File: src/rtl/plab2_proc_muldiv_iter_pkg.sv
// Shared definitions for the iterative multiply/divide unit.
// Holds function codes, FSM state encodings, width default and decode helpers.
// No logic of its own; imported by the control and datapath files.
package plab2_proc_muldiv_iter_pkg;

  localparam int P_NBITS = 32;

  // Down-counter start value: 32 iterations, one result bit per cycle
  localparam logic [4:0] CNT_INIT = 5'd31;

  typedef enum logic [2:0] {
    FN_MUL  = 3'd0,
    FN_DIV  = 3'd1,
    FN_DIVU = 3'd2,
    FN_REM  = 3'd3,
    FN_REMU = 3'd4
  } fn_e;

  typedef enum logic [1:0] {
    ST_IDLE = 2'd0,
    ST_CALC = 2'd1,
    ST_DONE = 2'd2
  } state_e;

  // Reserved encodings (5-7) fold onto MUL
  function automatic fn_e decode_fn(input logic [2:0] fn);
    case (fn)
      3'd1:    return FN_DIV;
      3'd2:    return FN_DIVU;
      3'd3:    return FN_REM;
      3'd4:    return FN_REMU;
      default: return FN_MUL;
    endcase
  endfunction

  function automatic logic fn_is_signed(input fn_e fn);
    return (fn == FN_DIV) || (fn == FN_REM);
  endfunction

  function automatic logic fn_is_div(input fn_e fn);
    return (fn == FN_DIV) || (fn == FN_DIVU) || (fn == FN_REM) || (fn == FN_REMU);
  endfunction

endpackage

File: src/rtl/plab2_proc_muldiv_iter_ctrl.sv
// Control FSM and iteration counter for the iterative multiply/divide unit.
// Latency: accept at T, CALC from T+1, DONE at T+33 (or earlier on early_done).
// Backpressure: holds DONE (resp_val=1, req_rdy=0) until resp_rdy; IDLE next cycle.
module plab2_proc_muldiv_iter_ctrl
  import plab2_proc_muldiv_iter_pkg::*;
(
  input  logic clk,
  input  logic reset,
  input  logic req_val,
  input  logic resp_rdy,
  input  logic early_done,
  output logic req_rdy,
  output logic resp_val,
  output logic accept,
  output logic calc_en,
  output logic calc_last
);

  state_e     state;
  logic [4:0] cnt;

  // Handshake and iteration qualifiers derived from registered state
  assign accept    = req_val && req_rdy;
  assign calc_en   = (state == ST_CALC);
  assign calc_last = calc_en && ((cnt == 5'd0) || early_done);

  // FSM with registered ready/valid; reset aborts any operation in flight
  always_ff @(posedge clk or posedge reset) begin
    if (reset) begin
      state    <= ST_IDLE;
      cnt      <= 5'd0;
      req_rdy  <= 1'b1;
      resp_val <= 1'b0;
    end else begin
      case (state)
        ST_IDLE: begin
          if (accept) begin
            state   <= ST_CALC;
            cnt     <= CNT_INIT;
            req_rdy <= 1'b0;
          end
        end
        ST_CALC: begin
          if (calc_last) begin
            state    <= ST_DONE;
            cnt      <= 5'd0;
            resp_val <= 1'b1;
          end else begin
            cnt <= cnt - 5'd1;
          end
        end
        ST_DONE: begin
          // req_rdy stays low in the handshake cycle; accept resumes next cycle
          if (resp_rdy) begin
            state    <= ST_IDLE;
            resp_val <= 1'b0;
            req_rdy  <= 1'b1;
          end
        end
        default: begin
          state    <= ST_IDLE;
          cnt      <= 5'd0;
          req_rdy  <= 1'b1;
          resp_val <= 1'b0;
        end
      endcase
    end
  end

endmodule

File: src/rtl/plab2_proc_muldiv_iter.sv
// Iterative MUL/DIV/DIVU/REM/REMU unit: shift-add multiply, restoring divide.
// Latency: fixed 33 cycles accept-to-resp_val; PLAB2_PROC_MULDIV_EARLY_EXIT_EN shortens MUL.
// Backpressure: one op in flight; result/domain held until resp_val && resp_rdy.
module plab2_proc_muldiv_iter
  import plab2_proc_muldiv_iter_pkg::*;
#(
  parameter int p_nbits = P_NBITS
)(
  input  logic               clk,
  input  logic               reset,
  input  logic               req_val,
  output logic               req_rdy,
  input  logic [2:0]         req_fn,
  input  logic [p_nbits-1:0] req_a,
  input  logic [p_nbits-1:0] req_b,
  input  logic               req_domain,
  output logic               resp_val,
  input  logic               resp_rdy,
  output logic [p_nbits-1:0] resp_result,
  output logic               resp_domain
);

  logic accept;
  logic calc_en;
  logic calc_last;
  logic early_done;

  // For MUL: a_q = multiplicand (shifts left), b_q = multiplier (shifts right).
  // For divides: a_q = dividend magnitude shifting out / quotient shifting in,
  // b_q = divisor magnitude, rem_q = partial remainder.
  fn_e               fn_q;
  logic [p_nbits-1:0] a_q;
  logic [p_nbits-1:0] b_q;
  logic [p_nbits-1:0] acc_q;
  logic [p_nbits-1:0] rem_q;
  logic               a_neg_q;
  logic               b_neg_q;

  fn_e                req_op;
  logic               req_a_neg;
  logic               req_b_neg;

  logic [p_nbits-1:0] acc_nxt;
  logic [p_nbits:0]   trial;
  logic               trial_ge;
  logic [p_nbits-1:0] rem_nxt;
  logic [p_nbits-1:0] quo_nxt;
  logic [p_nbits-1:0] quo_fix;
  logic [p_nbits-1:0] rem_fix;
  logic [p_nbits-1:0] result_nxt;

  plab2_proc_muldiv_iter_ctrl u_ctrl (
    .clk        (clk),
    .reset      (reset),
    .req_val    (req_val),
    .resp_rdy   (resp_rdy),
    .early_done (early_done),
    .req_rdy    (req_rdy),
    .resp_val   (resp_val),
    .accept     (accept),
    .calc_en    (calc_en),
    .calc_last  (calc_last)
  );

`ifdef PLAB2_PROC_MULDIV_EARLY_EXIT_EN
  // MUL finishes once this iteration leaves no multiplier bits to consume
  assign early_done = (fn_q == FN_MUL) && (b_q[p_nbits-1:1] == '0);
`else
  assign early_done = 1'b0;
`endif

  // Request decode: signed divides work on magnitudes, signs kept aside
  always_comb begin
    req_op    = decode_fn(req_fn);
    req_a_neg = fn_is_signed(req_op) && req_a[p_nbits-1];
    req_b_neg = fn_is_signed(req_op) && req_b[p_nbits-1];
  end

  // One iteration step for both the multiply and the restoring divide
  always_comb begin
    acc_nxt  = acc_q + (b_q[0] ? a_q : '0);
    trial    = {rem_q, a_q[p_nbits-1]};
    trial_ge = (trial >= {1'b0, b_q});
    rem_nxt  = trial_ge ? (trial[p_nbits-1:0] - b_q) : trial[p_nbits-1:0];
    quo_nxt  = {a_q[p_nbits-2:0], trial_ge};
  end

  // Sign correction and result select; divide-by-zero keeps all-ones quotient
  always_comb begin
    if (b_q == '0)
      quo_fix = '1;
    else if (a_neg_q ^ b_neg_q)
      quo_fix = -quo_nxt;
    else
      quo_fix = quo_nxt;
    rem_fix = a_neg_q ? -rem_nxt : rem_nxt;
    case (fn_q)
      FN_DIV, FN_DIVU: result_nxt = quo_fix;
      FN_REM, FN_REMU: result_nxt = rem_fix;
      default:         result_nxt = acc_nxt;
    endcase
  end

  // Operand capture on accept, iteration in CALC, result capture on last step
  always_ff @(posedge clk or posedge reset) begin
    if (reset) begin
      fn_q        <= FN_MUL;
      a_q         <= '0;
      b_q         <= '0;
      acc_q       <= '0;
      rem_q       <= '0;
      a_neg_q     <= 1'b0;
      b_neg_q     <= 1'b0;
      resp_result <= '0;
      resp_domain <= 1'b0;
    end else if (accept) begin
      fn_q        <= req_op;
      a_q         <= req_a_neg ? -req_a : req_a;
      b_q         <= req_b_neg ? -req_b : req_b;
      acc_q       <= '0;
      rem_q       <= '0;
      a_neg_q     <= req_a_neg;
      b_neg_q     <= req_b_neg;
      resp_domain <= req_domain;
    end else if (calc_en) begin
      if (fn_is_div(fn_q)) begin
        a_q   <= quo_nxt;
        rem_q <= rem_nxt;
      end else begin
        a_q   <= a_q << 1;
        b_q   <= b_q >> 1;
        acc_q <= acc_nxt;
      end
      if (calc_last)
        resp_result <= result_nxt;
    end
  end

endmodule

File: config.mk
export PLATFORM = sky130hd
export DESIGN_NAME = plab2_proc_muldiv_iter
export DESIGN_NICKNAME = d
export VERILOG_FILES = /design/src/rtl/plab2_proc_muldiv_iter_pkg.sv /design/src/rtl/plab2_proc_muldiv_iter_ctrl.sv /design/src/rtl/plab2_proc_muldiv_iter.sv
export SDC_FILE = /design/constraint.sdc
export NUM_CORES = 1
export LEC_CHECK = 0
export ABC_AREA = 0
export CAP_MARGIN = 25
export CORE_MARGIN = 8
export CORE_UTILIZATION = 30
export DETAILED_ROUTE_END_ITERATION = 10
export GPL_TIMING_DRIVEN = 0
export SLEW_MARGIN = 30
export SYNTH_ARGS = -nofsm -noshare
export SYNTH_HDL_FRONTEND = slang
export SYNTH_HIERARCHICAL = 1
export SYNTH_SLANG_ARGS = --single-unit
export TNS_END_PERCENT = 50
File: constraint.sdc
create_clock -name clk -period 10.9 [get_ports clk]
set_clock_uncertainty 0.1 [all_clocks]
set_input_delay 2.725 -clock clk [delete_from_list [all_inputs] [get_ports clk]]
set_output_delay 2.725 -clock clk [all_outputs]
set_load 0.05 [all_outputs]
Word-level counts from Yosys, hierarchy flattened --
Index checks and enable logic that the tools add are counted.
Word-level totals: register bits after elaboration 175, output and inout port bits 35, word-level logic and storage cells 98
Operators by class: $add $sub $neg 7, $lt $le $gt $ge 1, equality and inequality tests 16, multiplexer cells 34, bitwise gates (word level) 5, reduce and logical (&&, ||, !) cells 22
Operator list (number):
- $mux 32 | 18
- $neg 32->32 | 4
- $pmux 32 s2 | 1
- $ge 33x32->1 | 1
- $add 32x32->32 | 1
- $logic_not 32->1 | 1
- $sub 32x32->32 | 1
- $eq 3x2->1 const B | 5
- $pmux 5 s3 | 1
- $pmux 3 s4 | 1
- $reduce_and 3->1 | 4
- $mux 5 | 2
- $eq 3x1->1 const B | 3
- $ne 2x2->1 const B | 4
- $eq 3x3->1 const B | 2
- $mux 2 | 3
- $pmux 1 s3 | 2
- $pmux 2 s3 | 1
- $reduce_and 2->1 | 3
- $logic_not 5->1 | 1
- $mux 1 | 5
- $sub 5x1->5 const B | 1
- $logic_and 1x1->1 | 4
- $logic_or 1x1->1 | 4
- 7 further kinds | 12

Logic depth before layout (Yosys ltp) --
Gate-level depths: netlist of the first run.
word-level depth 7, mapped depth 23, depth with buffers taken out 20

Modules after synthesis --
Netlist of the first run, hierarchy kept.
Modules (own cells, without submodules):
- plab2_proc_muldiv_iter | times used 1, cells an instance 1762, area an instance 14442.6 sq um
- plab2_proc_muldiv_iter_ctrl | times used 1, cells an instance 53, area an instance 523.0 sq um

Least setup slack after synthesis of the first run --
No wires, ideal clock.
kind input to register, from in req_b[6], to reg b_q[30], library setup time 0.133 ns, arrival time 5.354 ns, required time 10.667 ns, slack 5.313 ns, cell stages on the path 11, buffers on the path 0, cells stage by stage or4_1 nor2b_2 nand2_1 or4_1 or4_1 or4_1 nor3_2 a21oi_1 xor2_1 nand2_1 o21ai_0
On the way: longest elaborated chain between the ends 3
RTL lines:
- start: declaration | line plab2_proc_muldiv_iter.sv:15 | input logic [p_nbits-1:0] req_b,
- $neg 32->32 | line plab2_proc_muldiv_iter.sv:119 | b_q <= req_b_neg ? -req_b : req_b;
- $mux 32 | line plab2_proc_muldiv_iter.sv:119
- $mux 32 | line plab2_proc_muldiv_iter.sv:116 | end else if (accept) begin
- end signal: assignment | line plab2_proc_muldiv_iter.sv:119
- end signal: assignment | line plab2_proc_muldiv_iter.sv:131 | b_q <= b_q >> 1;
- end: declaration | line plab2_proc_muldiv_iter.sv:33 | logic [p_nbits-1:0] b_q;
No other way between the ends. A chain may end at the register's enable or synchronous reset.

Final worst setup path of the first run --
from reg rem_q[2], to reg resp_result[28]
On the way: longest elaborated chain between the ends 5, elaborated cells on any way between the ends 9, classes of those cells add/sub: 3; order compare: 1; mux: 5
RTL lines:
- start: declaration | line plab2_proc_muldiv_iter.sv:35 | logic [p_nbits-1:0] rem_q;
- start signal: assignment | line plab2_proc_muldiv_iter.sv:128 | rem_q <= rem_nxt;
- $sub 32x32->32 / $ge 33x32->1 (equally long branches) | line plab2_proc_muldiv_iter.sv:84, plab2_proc_muldiv_iter.sv:83
- $mux 32 / $neg 32->32 (equally long branches) | line plab2_proc_muldiv_iter.sv:84, plab2_proc_muldiv_iter.sv:93
- $neg 32->32 / $mux 32 (equally long branches) | line plab2_proc_muldiv_iter.sv:96, plab2_proc_muldiv_iter.sv:92
- $mux 32, on equally long branches | line plab2_proc_muldiv_iter.sv:96, plab2_proc_muldiv_iter.sv:90
- $pmux 32 s2 * | line plab2_proc_muldiv_iter.sv:97 | case (fn_q)
- end signal: assignment | line plab2_proc_muldiv_iter.sv:135 | resp_result <= result_nxt;
- end: declaration | line plab2_proc_muldiv_iter.sv:19 | output logic [p_nbits-1:0] resp_result,
Every way passes the cells marked *; elsewhere a longest branch is shown, timed or not.

==> impl_metrics.env, run 1 <==
export IMPL_outcome="finished clean"
export IMPL_worstHoldPathType="flip-flop to flip-flop"
export IMPL_syn_instance_count=1815
export IMPL_nets=2089
export IMPL_htree_num_levels=4
export IMPL_die_w_um=239
export IMPL_drive_gt1_share_pct=5.98
export IMPL_grt_pass1_wl_mm=81.7
export IMPL_post_cts_resized=0
export IMPL_tightest_slew_ns=0.909
export IMPL_yosys_area_top_type="dfrtp_1"
export IMPL_cp_startpoint="rem_q[2]$_DFFE_PP0P_"
export IMPL_antenna_cells=0
export IMPL_fin_area_sq_um=17500
export IMPL_power_mw=4.36
export IMPL_synth_area_top_cells="dfrtp_1 (29%), xnor2_1 (6.3%), nand2_1 (6.0%)"
export IMPL_grt_antenna_before_repair=0
export IMPL_die_h_um=239
export IMPL_synth_edf_count=0
export IMPL_start_util_pct=30.1
export IMPL_slowest_stage="nor4_1"
export IMPL_p_sw_share_pct=50.4
export IMPL_pre_cts_ws_ns=4.37
export IMPL_synth_async_reset_ratio_pct=100
export IMPL_ant_nets=0
export IMPL_clk_path_buf_depth=2
export IMPL_cts_tree="built"
export IMPL_netlist_area_sq_um=15000
export IMPL_ir_worst_vdd_mv=0.128
export IMPL_p_leak_nw=6.95
export IMPL_cap_violations=0
export IMPL_hpwl_mm=42.7
export IMPL_cts_root_buf="clkbuf_16"
export IMPL_endpoint_kind="flip-flop"
export IMPL_drt_iter0_drc=1272
export IMPL_row_count=82
export IMPL_p_sw_mw=2.20
export IMPL_syn_to_final_growth_pct=17.0
export IMPL_hold_worst_slack_ns=0.385
export IMPL_grt_max_degree=70
export IMPL_p_per_area_nw_per_um2=249
export IMPL_synthFlopType="dfrtp_1"
export IMPL_crit_type="flip-flop to flip-flop"
export IMPL_p_comb_share_pct=59.7
export IMPL_postPlaceCellArea_sq_um=16900
export IMPL_fp_coreArea_sq_um=49700
export IMPL_gp_congestion=0.945
export IMPL_min_from="resp_result[14]$_DFFE_PP0P_"
export IMPL_fin_crit_ns=6.52
export IMPL_vias=14100
export IMPL_final_hold_viol_count=0
export IMPL_crit_fanout=10
export IMPL_period_share_pct=59.8
export IMPL_synth_warnings=6
export IMPL_grt_overflow=0
export IMPL_drcViolationCount=0
export IMPL_numCtsBuffers=17
export IMPL_crit_chain="ha_1 -> buf_6 -> a211oi_1 -> a2111oi_1 -> o31a_4 -> o211ai_4 -> nand2_8 -> inv_8 -> buf_6 -> buf_2 -> buf_2 -> ha_1 -> nand2b_1 -> or3_1 -> nor4_1 -> nand4_1 -> o31ai_1 -> xor2_1 -> a21oi_1 -> a211oi_1 -> a31oi_1"
export IMPL_yosysUniqueCellTypes=103
export IMPL_dieArea_sq_um=57300
export IMPL_synth_avg_cell_area_sq_um=8.25
export IMPL_yosysMostFrequentCell="nand2_1"
export IMPL_yosysTopAreaCellShare_pct=29.1
export IMPL_finalSetupViolCount=0
export IMPL_rr_startpoint="rem_q[2]$_DFFE_PP0P_"
export IMPL_path_clk_slew_ns=0.07
export IMPL_grt_setup_unrepaired="no"
export IMPL_fill_cells=5217
export IMPL_clock_latency_ns=0.47
export IMPL_cp_data_arrival_time_ns=6.76
export IMPL_io_buffers=106
export IMPL_avgRoutedWirePerCell_um=20.2
export IMPL_track_usage_pct=18.3
export IMPL_cts_sink_count=175
export IMPL_relSlewSlack_pct=38.9
export IMPL_ios=107
export IMPL_post_cts_buffers=0
export IMPL_start_kind="flip-flop"
export IMPL_grt_pass1_vias=13700
export IMPL_drtPass1Iterations=7
export IMPL_ys_ff_latch=175
export IMPL_vias_per_cell=5.38
export IMPL_power_frac_seq_pct=26.1
export IMPL_tns_ns=0
export IMPL_fmax_mhz=153
export IMPL_p_int_mw=2.16
export IMPL_ys_seq_area_share_pct=29.3
export IMPL_ctsHoldBuffers=0
export IMPL_max_stage_delay_ns=0.71
export IMPL_synthTopCellsByCount="nand2_1 (239), o21ai_0 (177), dfrtp_1 (174)"
export IMPL_layout_setup_ws_ns=4.38
export IMPL_crit_required_ns=11.14
export IMPL_power_frac_clock_pct=14.2
export IMPL_wirelength_mm=53.0
export IMPL_slew_violations=0
-- stage by stage --
stage	cells	util (%)
finish	2630	35.2
global route	2630	35.2
CTS	2630	35.2
detailed placement	2598	34.1
global placement	2596	34.0
floorplan	1818	-
-- path summary, 6_finish.rpt --
| path | slack (ns) | to | cells past startpoint |
|---|---|---|---|
| max | 4.38 | resp_result[28]$_DFFE_PP0P_ | 21 |
| min | 0.39 | resp_result[14]$_DFFE_PP0P_ | 2 |
| max reg2reg | 4.38 | resp_result[28]$_DFFE_PP0P_ | 21 |
| min reg2reg | 0.39 | resp_result[14]$_DFFE_PP0P_ | 2 |
| max in group asynchronous | 7.14 | acc_q[7]$_DFFE_PP0P_ | 4 |
| min in group asynchronous | 2.55 | fn_q[1]$_DFFE_PP0P_ | 2 |
-- cell type report --
cell class                      count  area [sq um]  share of cell area [%]
Sequential cell                   175          4380                    25.0
Clock buffer                       19           433                    2.47
Timing Repair Buffer              108          1120                    6.38
Buffer                            103           583                    3.33
Multi-Input combinational cell   1467          9730                    55.6
Clock inverter                     13           126                   0.722
Inverter                           73           289                    1.65
Tap cell                          672           841                    4.80
-- worst max-delay path: cells and delay by family, from the launching register on --
kind            cells  cell delay, ns
flops               1            0.48
compound gates      8            2.34
buf+inv             5            1.03
simple gates        5            1.69
xor+xnor            1            0.18
fa+ha+maj           2            0.54
-- power by group through the flow --
stage                     Sequential [mW]  Clock [mW]  Combinational (mW)
after global placement               1.13           0                2.52
after global routing                 1.16       0.653                2.81
after floorplan                      1.13           0                1.75
final                                1.14       0.620                2.60
after detailed placement             1.14           0                2.55
after CTS                            1.13       0.629                2.56
-- flip-flops by register name (all words and copies together), names as in the netlist --
register         count
u_ctrl/req_rdy       1
b_q                 32
u_ctrl/state         2
u_ctrl/resp_val      1
rem_q               32
resp_domain          1
resp_result         32
b_neg_q              1
a_neg_q              1
u_ctrl/cnt           5
fn_q                 3
acc_q               32
a_q                 32
-- cell usage in the layout (no fill, tap or decap), drive strengths merged, types with 21 or more instances in the layout --
master         Yosys  final
a21o              28     28
a21oi            138    138
a31oi             39     39
and2              40     40
buf               30     32
clkbuf            69     88
clkdlybuf4s50      1    107
dfrtp            174    174
ha                70     70
inv               73     80
mux2i             88     88
nand2            241    241
nand3             21     21
nor2             115    115
nor3              41     41
nor4              21     21
o21ai            191    191
xnor2            107    107
xor2              66     66
-- cells by family (layout without fill, tap and decap cells) --
logic type / after synthesis / after routing / synth area share [%]
muxes: 94 / 94 / 6.36
and+or+nand+nor: 572 / 572 / 18.4
buffers and inverters: 176 / 316 / 5.78
other: 1 / 4 / 0.0251
DFF: 175 / 175 / 29.3
xor gates and xnor gates: 173 / 173 / 10.1
AOI/OAI and AO/OA: 552 / 552 / 23.9
adders and majority gates: 72 / 72 / 6.12
-- layer usage --
metal  track usage, %  part of all wire, %  vias up
li1                 -                    -     6777
met1             25.1                   47     6856
met2             29.1                   45      453
met3             2.63                  5.3       62
met4             6.23                  2.8        0
met5                0                    0        -
(Power assumes the default switching activity.)
==> run 2: changes to the inputs <==
- clock period: 10.9 -> 6.5 ns (I/O delays scaled with it)
==> run 2 against run 1 <==
Fmax grew 3.8%. Hold slack is essentially flat. Via count up 0.47%. Sequential power increased by 68%. Setup slack worse by 4.2 ns. First-iteration DRC count shrank 2.0%. Critical path depth did not move. Combinational power increased by 68%. Final area about the same.
==> impl_metrics.env, run 2 (synthesis results as in run 1) <==
export IMPL_outcome="finished clean"
export IMPL_dieArea_sq_um=57300
export IMPL_grt_antenna_before_repair=0
export IMPL_hpwl_mm=42.7
export IMPL_max_stage_delay_ns=0.48
export IMPL_post_cts_buffers=0
export IMPL_die_h_um=239
export IMPL_p_per_area_nw_per_um2=418
export IMPL_antenna_cells=0
export IMPL_drcViolationCount=0
export IMPL_power_mw=7.32
export IMPL_gp_congestion=0.945
export IMPL_drive_gt1_share_pct=6.08
export IMPL_layout_setup_ws_ns=0.220
export IMPL_cts_tree="built"
export IMPL_min_to="resp_result[14]$_DFFE_PP0P_"
export IMPL_slowest_stage="dfrtp_1"
export IMPL_path_clk_slew_ns=0.07
export IMPL_nets=2088
export IMPL_clk_path_buf_depth=2
export IMPL_use_met2_pct=29.1
export IMPL_reg2reg_to="resp_result[28]$_DFFE_PP0P_"
export IMPL_ff2ff_path_depth=21
export IMPL_wirelength_mm=53.2
export IMPL_final_hold_viol_count=0
export IMPL_start_util_pct=30.1
export IMPL_crit_fanout=10
export IMPL_finalSetupViolCount=0
export IMPL_crit_required_ns=6.74
export IMPL_grt_overflow=0
export IMPL_endpoint_kind="flip-flop"
export IMPL_grt_pass1_wl_mm=81.7
export IMPL_grt_use_met3_pct=2.63
export IMPL_grt_setup_unrepaired="no"
export IMPL_syn_to_final_growth_pct=17.0
export IMPL_vias_per_cell=5.41
export IMPL_ir_worst_vdd_mv=0.214
export IMPL_min_from="resp_result[14]$_DFFE_PP0P_"
export IMPL_ant_nets=0
export IMPL_htree_num_levels=4
export IMPL_fill_cells=5220
export IMPL_cts_root_buf="clkbuf_16"
export IMPL_row_count=82
export IMPL_ctsHoldBuffers=0
export IMPL_post_cts_resized=1
export IMPL_final_cell_mix="nand2_1 (239), o21ai_0 (177), dfrtp_1 (174)"
export IMPL_reg2reg_slack_ns=0.22
export IMPL_drtPass1Iterations=6
export IMPL_final_common_cell="nand2_1"
export IMPL_vias=14200
export IMPL_avgRoutedWirePerCell_um=20.2
export IMPL_start_kind="flip-flop"
export IMPL_busiest_layer="met2"
export IMPL_drt_iter0_drc=1247
export IMPL_tightest_slew_ns=0.883
export IMPL_grt_max_degree=70
export IMPL_die_w_um=239
export IMPL_fp_coreArea_sq_um=49700
export IMPL_pre_cts_ws_ns=-0.0320
export IMPL_fmax_mhz=159
export IMPL_p_leak_nw=6.95
export IMPL_cap_violations=0
export IMPL_final_util_pct=35.3
export IMPL_io_buffers=106
export IMPL_cp_data_arrival_time_ns=6.52
export IMPL_fin_crit_ns=6.28
export IMPL_ios=107
export IMPL_track_usage_pct=18.3
export IMPL_clock_latency_ns=0.48
export IMPL_hold_depth=2
export IMPL_numCtsBuffers=17
export IMPL_relSlewSlack_pct=40.5
export IMPL_grt_pass1_vias=13700
export IMPL_slew_violations=0
export IMPL_met1_usage_pct=25.1
export IMPL_cts_sink_count=175
export IMPL_crit_type="flip-flop to flip-flop"
export IMPL_crit_chain="ha_1 -> buf_6 -> a211oi_1 -> a2111oi_1 -> o31a_4 -> o211ai_4 -> nand2_8 -> inv_8 -> buf_6 -> buf_2 -> buf_2 -> ha_1 -> nand2b_1 -> or3_1 -> nor4_2 -> nand4_1 -> o31ai_1 -> xor2_1 -> a21oi_1 -> a211oi_1 -> a31oi_1"
export IMPL_worstHoldPathType="flip-flop to flip-flop"
export IMPL_rr_startpoint="rem_q[2]$_DFFE_PP0P_"
export IMPL_period_share_pct=96.6
[run 2: cell types whose count changed in the layout (fill, tap and decap cells not counted), sizes merged]
| cell | change |
|---|---|
| buf | -1 |
[run 2: through the flow]
| step | std cells | TNS (ns) | area, sq um | hold WS [ns] |
|---|---|---|---|---|
| after floorplan | 1818 | 0 | 15000 | 0.356 |
| after global placement | 2596 | -364.01 | 16900 | 0.367 |
| after detailed placement | 2598 | -0.0320 | 16900 | 0.377 |
| after CTS | 2630 | 0 | 17500 | 0.393 |
| after global routing | 2629 | 0 | 17500 | 0.412 |
| final | 2629 | 0 | 17500 | 0.386 |
[run 2: how the worst max path moves through the flow]
stage,start,to,slack (ns),depth (start not counted)
after floorplan,reset,a_neg_q$_DFFE_PP0P_,0.28,1
after global placement,reset,acc_q[8]$_DFFE_PP0P_,-2.21,2
after detailed placement,rem_q[2]$_DFFE_PP0P_,resp_result[10]$_DFFE_PP0P_,-0.03,19
after CTS,rem_q[2]$_DFFE_PP0P_,resp_result[28]$_DFFE_PP0P_,0.002,21
after global routing,rem_q[2]$_DFFE_PP0P_,resp_result[28]$_DFFE_PP0P_,0.02,21
final,rem_q[2]$_DFFE_PP0P_,resp_result[28]$_DFFE_PP0P_,0.22,21
[run 2: metal layers]
metal,share of wire [%],wire length [um]
met2,45,24000
met3,5.4,2890
met4,2.7,1440
met5,0,0
met1,47,24900
[run 2: cell type report]
class	instances	area, sq um	share of cell area (%)
clock buffer	19	433	2.47
sequential	175	4380	25.0
timing repair buffer	108	1120	6.37
tap	672	841	4.80
clock inverter	13	126	0.722
buffer	102	579	3.31
multi-input combinational	1467	9750	55.7
inverter	73	289	1.65
[run 2: power by group]
part	internal (mW)	switching (mW)
clock	0.536	0.505
combinational	1.66	2.72
sequential	1.44	0.476
[run 2: critical path: cells and delay by family, from the launching register on]
kind,cells,cell delay [ns]
adder cells (fa/ha/maj),2,0.55
AO/OA/AOI/OAI,8,2.37
buffers and inverters,5,1.04
AND/OR/NAND/NOR,5,1.43
XOR/XNOR,1,0.18
flip-flops,1,0.48
